## src/rtl/riscv_control_fsm.sv

```systemverilog
// Multicycle RV32I control FSM: fetch/decode/execute sequencing with memory wait-state timing.
// Optional PAUSE_EN macro adds a single-step pause at every instruction boundary.
module riscv_control_fsm #(
  parameter int unsigned MEM_WAIT = 2
) (
  input  logic       clk_i,
  input  logic       rst_i,
  input  logic       run_i,
  input  logic       continue_i,
  input  logic [6:0] opcode_i,
  input  logic [2:0] funct3_i,
  input  logic [6:0] funct7_i,
  input  logic       br_sig_i,
  output logic       ld_mar_o,
  output logic       ld_mdr_o,
  output logic       ld_ir_o,
  output logic       ld_pc_o,
  output logic       ld_led_o,
  output logic       reg_w_en_o,
  output logic       a_sel_o,
  output logic       b_sel_o,
  output logic       marmux_sel_o,
  output logic       pcmux_sel_o,
  output logic [1:0] writeback_sel_o,
  output logic [3:0] alu_sel_o,
  output logic       mem_rd_o,
  output logic       mem_wr_o,
  output logic       illegal_o,
  output logic [4:0] state_dbg_o
);

  typedef enum logic [4:0] {
    StHalt     = 5'd0,
    StFetch1   = 5'd1,
    StFetch2   = 5'd2,
    StFetch3   = 5'd3,
    StDecode   = 5'd4,
    StRAlu     = 5'd5,
    StIAlu     = 5'd6,
    StLwAddr   = 5'd7,
    StLwWb     = 5'd8,
    StSwMem    = 5'd9,
    StBrCmp    = 5'd10,
    StBrTgt    = 5'd11,
    StJal      = 5'd12,
    StJalr     = 5'd13,
    StAuipc    = 5'd14,
    StTrap     = 5'd15,
    StPause    = 5'd16,
    StPauseRel = 5'd17
  } state_e;

  localparam logic [3:0] WaitLast = 4'(MEM_WAIT - 1);

  state_e     state_q, state_d;
  logic [3:0] cnt_q, cnt_d;
  logic       taken_q, taken_d;
  logic       illegal_q, illegal_d;
  logic       cnt_last;
  logic       br_ok;
  logic [3:0] br_alu;
  state_e     boundary_st;

  logic unused_inputs;
`ifdef PAUSE_EN
  assign unused_inputs = ^{funct7_i[6], funct7_i[4:0]};
`else
  assign unused_inputs = ^{funct7_i[6], funct7_i[4:0], continue_i};
`endif

  function automatic logic [3:0] alu_map(input logic [2:0] f3, input logic alt,
                                         input logic allow_sub);
    logic [3:0] op;
    unique case (f3)
      3'b000:  op = (allow_sub && alt) ? 4'd1 : 4'd0;
      3'b001:  op = 4'd2;
      3'b010:  op = 4'd3;
      3'b011:  op = 4'd4;
      3'b100:  op = 4'd5;
      3'b101:  op = alt ? 4'd7 : 4'd6;
      3'b110:  op = 4'd8;
      default: op = 4'd9;
    endcase
    return op;
  endfunction

  function automatic logic is_mem(input state_e st);
    return (st == StFetch2) || (st == StLwAddr) || (st == StSwMem);
  endfunction

  assign cnt_last = (cnt_q == 4'd0);

  always_comb begin
    br_ok  = 1'b1;
    br_alu = 4'd0;
    unique case (funct3_i)
      3'b000:  br_alu = 4'hA;
      3'b001:  br_alu = 4'hB;
      3'b100:  br_alu = 4'hC;
      3'b101:  br_alu = 4'hD;
      3'b110:  br_alu = 4'hE;
      3'b111:  br_alu = 4'hF;
      default: br_ok  = 1'b0;
    endcase
  end

`ifdef PAUSE_EN
  assign boundary_st = StPause;
`else
  assign boundary_st = run_i ? StFetch1 : StHalt;
`endif

  always_comb begin
    state_d = state_q;
    unique case (state_q)
      StHalt:   if (run_i) state_d = StFetch1;
      StFetch1: state_d = StFetch2;
      StFetch2: if (cnt_last) state_d = StFetch3;
      StFetch3: state_d = StDecode;
      StDecode: begin
        unique case (opcode_i)
          7'h33:   state_d = StRAlu;
          7'h13:   state_d = StIAlu;
          7'h03:   state_d = StLwAddr;
          7'h23:   state_d = StSwMem;
          7'h63:   state_d = StBrCmp;
          7'h6F:   state_d = StJal;
          7'h67:   state_d = StJalr;
          7'h17:   state_d = StAuipc;
          default: state_d = StTrap;
        endcase
      end
      StRAlu, StIAlu, StLwWb, StBrTgt, StJal, StJalr, StAuipc: state_d = boundary_st;
      StLwAddr: if (cnt_last) state_d = StLwWb;
      StSwMem:  if (cnt_last) state_d = boundary_st;
      StBrCmp:  state_d = br_ok ? StBrTgt : StTrap;
      StTrap:   state_d = StTrap;
`ifdef PAUSE_EN
      StPause:    if (continue_i) state_d = StPauseRel;
      StPauseRel: if (!continue_i) state_d = run_i ? StFetch1 : StHalt;
`endif
      default:  state_d = StHalt;
    endcase
  end

  // Counter reloads on entry to a memory state and counts down to the last strobe cycle.
  always_comb begin
    cnt_d = cnt_q;
    if (is_mem(state_d) && (state_d != state_q)) begin
      cnt_d = WaitLast;
    end else if (is_mem(state_q) && !cnt_last) begin
      cnt_d = cnt_q - 4'd1;
    end
  end

  assign taken_d   = (state_q == StBrCmp) ? br_sig_i : taken_q;
  assign illegal_d = illegal_q | (state_d == StTrap);

  always_ff @(posedge clk_i or posedge rst_i) begin
    if (rst_i) begin
      state_q   <= StHalt;
      cnt_q     <= 4'd0;
      taken_q   <= 1'b0;
      illegal_q <= 1'b0;
    end else begin
      state_q   <= state_d;
      cnt_q     <= cnt_d;
      taken_q   <= taken_d;
      illegal_q <= illegal_d;
    end
  end

  always_comb begin
    ld_mar_o        = 1'b0;
    ld_mdr_o        = 1'b0;
    ld_ir_o         = 1'b0;
    ld_pc_o         = 1'b0;
    ld_led_o        = 1'b0;
    reg_w_en_o      = 1'b0;
    a_sel_o         = 1'b0;
    b_sel_o         = 1'b0;
    marmux_sel_o    = 1'b0;
    pcmux_sel_o     = 1'b0;
    writeback_sel_o = 2'd0;
    alu_sel_o       = 4'd0;
    mem_rd_o        = 1'b0;
    mem_wr_o        = 1'b0;
    unique case (state_q)
      StFetch1: ld_mar_o = 1'b1;
      StFetch2: begin
        mem_rd_o = 1'b1;
        ld_mdr_o = cnt_last;
      end
      StFetch3: ld_ir_o = 1'b1;
      StRAlu: begin
        alu_sel_o       = alu_map(funct3_i, funct7_i[5], 1'b1);
        writeback_sel_o = 2'd1;
        reg_w_en_o      = 1'b1;
        ld_pc_o         = 1'b1;
      end
      StIAlu: begin
        b_sel_o         = 1'b1;
        alu_sel_o       = alu_map(funct3_i, funct7_i[5], 1'b0);
        writeback_sel_o = 2'd1;
        reg_w_en_o      = 1'b1;
        ld_pc_o         = 1'b1;
      end
      StLwAddr: begin
        b_sel_o  = 1'b1;
        mem_rd_o = 1'b1;
      end
      StLwWb: begin
        reg_w_en_o = 1'b1;
        ld_pc_o    = 1'b1;
      end
      StSwMem: begin
        b_sel_o  = 1'b1;
        mem_wr_o = 1'b1;
        ld_pc_o  = cnt_last;
      end
      StBrCmp: alu_sel_o = br_alu;
      StBrTgt: begin
        a_sel_o     = 1'b1;
        b_sel_o     = 1'b1;
        ld_pc_o     = 1'b1;
        pcmux_sel_o = taken_q;
      end
      StJal, StJalr: begin
        a_sel_o         = (state_q == StJal);
        b_sel_o         = 1'b1;
        pcmux_sel_o     = 1'b1;
        ld_pc_o         = 1'b1;
        writeback_sel_o = 2'd2;
        reg_w_en_o      = 1'b1;
      end
      StAuipc: begin
        a_sel_o         = 1'b1;
        b_sel_o         = 1'b1;
        writeback_sel_o = 2'd1;
        reg_w_en_o      = 1'b1;
        ld_pc_o         = 1'b1;
      end
`ifdef PAUSE_EN
      StPause: ld_led_o = 1'b1;
`endif
      default: ;
    endcase
  end

  assign illegal_o   = illegal_q;
  assign state_dbg_o = state_q;

endmodule

```

## config.mk

```make
export PLATFORM = sky130hd
export DESIGN_NAME = riscv_control_fsm
export DESIGN_NICKNAME = d
export VERILOG_FILES = /design/src/rtl/riscv_control_fsm.sv
export SDC_FILE = /design/constraint.sdc
export NUM_CORES = 1
export LEC_CHECK = 0
export ABC_AREA = 1
export BUFFER_PORTS_ARGS = -buffer_cell sky130_fd_sc_hd__clkbuf_2
export CELL_PAD_IN_SITES_DETAIL_PLACEMENT = 1
export CELL_PAD_IN_SITES_GLOBAL_PLACEMENT = 1
export CORE_UTILIZATION = 34
export DETAILED_ROUTE_END_ITERATION = 6
export PLACE_DENSITY_LB_ADDON = 0.12
export SYNTH_ARGS = -nofsm -noshare
export SYNTH_HDL_FRONTEND = slang
export SYNTH_SLANG_ARGS = --single-unit
export TNS_END_PERCENT = 100
```

## constraint.sdc

```tcl
create_clock -name clk_i -period 2.4 [get_ports clk_i]
set_clock_uncertainty 0.15 [all_clocks]
set_input_delay 0.24 -clock clk_i [delete_from_list [all_inputs] [get_ports clk_i]]
set_output_delay 0.24 -clock clk_i [all_outputs]
set_load 0.02 [all_outputs]
```

==> run_results.csv <==
group,metric,value,unit
run_status,status,"complete, no violations",
clocking,path_clk_slew,0.05,ns
floorplan,pin_count,46,
placement,gp_congestion,0.899,
clocking,cts_tree,"done",
flow_run,maxCapViolations,0,
global_routing,antenna_found_initial,0,
sta,period_minus_slack,2.14,ns
worst_setup_path,worstSetupPathType,"flip-flop to primary output",
clocking,cts_sinks,11,
worst_setup_path,startpoint,"state_dbg_o[2]",
clocking,cts_buffers,3,
yosys,async_flop_share,1.00,
floorplan,die_h,64.0,um
finish,drive_above_1_share,0.355,
worst_setup_path,endpoint_kind,"primary output",
detailed_routing,vias,1395,
detailed_routing,postRouteAntennaNets,0,
sta,hold_viol_final,0,
floorplan,core_area,0.00366,mm^2
detailed_routing,drc,0,
finish,seqCellArea,275,um^2
clocking,clockRootBuffer,"clkbuf_8",
yosys,seq_area_frac_synth,0.211,
worst_setup_path,setup.worst_path.start_class,"flip-flop",
detailed_routing,first_pass_iters,4,
global_routing,grt.overflow.total,0,
global_routing,grt_max_degree,12,
worst_setup_path,crit_end,"alu_sel_o[0]",
power,cellPowerDensity,520,mW/mm^2
sta,slew_violations,0,
finish,nets,269,
power,p_total,829,uW
worst_setup_path,crit_arrival,1.75,ns
detailed_routing,avgViaCountPerCell,4.76,
detailed_routing,drt_iter0_drc,49,
clocking,insertion_delay,0.23,ns
floorplan,start_util,0.357,
yosys,syn_inst,204,
finish,n_fill_cell,507,
worst_setup_path,ff2ff_path_depth,14,
worst_setup_path,cp_data_required_time,2.01,ns
floorplan,dieArea,0.00410,mm^2
yosys,synth_cell_type_count,34,
sta,setup_tns,0,ns
finish,antennaDiodeCount,0,
placement,dp_hpwl,3030,um
sta,period_share,0.890,
yosys,ys_ff_latch,11,
finish,area_delta_synth_final,22.0,%
yosys,syn-cell-area,0.00131,mm^2
hold_path,hp-class,"input port to flip-flop",
global_routing,groute.usage.overall,0.196,
worst_setup_path,r2r_slack,0.29,ns
clocking,clk_path_buf_depth,2,
floorplan,std_cell_rows,22,
yosys,synth_area_per_cell,6.41,um^2
finish,multi_input_area,898,um^2
yosys,synth_edf_count,0,
worst_setup_path,crit_fanout,6,
global_routing,grt_pass1_wl,6430,um
detailed_routing,drt_wl_total,3520,um
sta,max_clock_freq,0.468,GHz
worst_setup_path,timing.rr.start,"cnt_q[0]",
sta,setup_violations,0,
yosys,ys_warn_count,0,
worst_setup_path,r2r_end,"cnt_q[0]",
placement,io_buffers,36,
clocking,postCtsSetupRepairBufs,0,
power,p_leak,0.000946,uW
clocking,cts_htree_levels,1,
power,ir_worst_vdd,0.370,mV
detailed_routing,avgRoutedWirePerCell,12.0,um
global_routing,grt_pass1_vias,1425,
sta,rsz0062_at_grt,"no",
floorplan,dieWidth,64.0,um
yosys,synth_ff_type,"dfrtp_1",
-- layout make-up --
cell class,count,share of cell area
multi-input combinational,160,0.563
sequential,11,0.173
timing repair buffer,37,0.119
inverter,33,0.0792
tap,48,0.0376
clock buffer,4,0.0282
-- sequential cells by signal (all words and copies together) (netlist names) --
name,flops
cnt_q,4
state_dbg_o,5
illegal_o,1
taken_q,1
-- logic make-up after synthesis --
group / after synthesis / synth area share
other: 1 / 0.00287
and+or+nand+nor: 131 / 0.529
xor gates and xnor gates: 3 / 0.0201
buffers and inverters: 35 / 0.108
AOI/OAI and AO/OA: 22 / 0.120
adders and majority gates: 1 / 0.00957
DFF: 11 / 0.211
-- critical path, stage by stage (launching register included) --
cell,delay [ns]
dfrtp_1,0.46
nor2_2,0.25
nand2_4,0.11
inv_4,0.10
nand2_4,0.05
nor2_1,0.13
inv_1,0.07
o221ai_1,0.15
clkbuf_2,0.20
-- cells in the mapped netlist (all sizes together), types with 2 or more instances --
| cell type | number | area (um^2) |
|---|---|---|
| nand2 | 66 | 293 |
| a21oi | 5 | 28.8 |
| nand4 | 5 | 37.5 |
| buf | 2 | 15.0 |
| nand3 | 22 | 163 |
| inv | 33 | 126 |
| nor2 | 33 | 171 |
| dfrtp | 11 | 275 |
| o21bai | 2 | 22.5 |
| o21ai | 7 | 38.8 |
| xor2 | 3 | 26.3 |
| nor3 | 4 | 20.0 |
-- metrics by stage --
| stage | setup WS, ns | instances | util | area [um^2] | hold WS [ns] |
|---|---|---|---|---|---|
| after floorplan | 0.317 | 206 | - | 1320 | -0.0576 |
| after global placement | 0.295 | 288 | 0.421 | 1540 | 0.0916 |
| after detailed placement | 0.270 | 288 | 0.421 | 1540 | 0.0909 |
| after CTS | 0.238 | 293 | 0.436 | 1600 | 0.0661 |
| after global routing | 0.0743 | 293 | 0.436 | 1600 | 0.0645 |
| final | 0.264 | 293 | 0.436 | 1600 | 0.0641 |
-- cell usage in the layout, fill, tap and decap left out, drive strengths merged, types with 2 or more instances in the layout --
cell type and count:
nand2 66, nor3 4, nor2 33, nand4 5, o21ai 7, clkbuf 40
dfrtp 11, a21oi 5, o21bai 2, nand3 22, conb 3, inv 33
xor2 3
-- repair_timing --
action	4_1_cts	5_1_grt
endpoints found under the hold margin	11	0
gates resized for setup	0	0
hold buffers	1	0
-- layer usage --
metal	wire length [um]	global-route usage	up-vias
li1	-	-	739
met1	1700	0.263	628
met2	1700	0.343	24
met3	84	0.0125	4
met4	29	0.0426	0
met5	0	0	-
-- worst min path at each step --
stage	startpoint	to	slack (ns)	depth (start not counted)
2_1_floorplan	rst_i	cnt_q[0]	-0.06	1
3_3_place_gp	rst_i	cnt_q[2]	0.09	2
3_5_place_dp	rst_i	state_dbg_o[4]	0.09	2
4_1_cts	br_sig_i	taken_q	0.07	3
5_1_grt	br_sig_i	taken_q	0.06	3
6_report	br_sig_i	taken_q	0.06	3
-- report_power, final --
part           internal (uW)  total, uW  switching [uW]
sequential               226        265            39.8
clock                    117        185            68.8
combinational            125        379             253
Note: power is estimated with default switching activity, not from simulation.
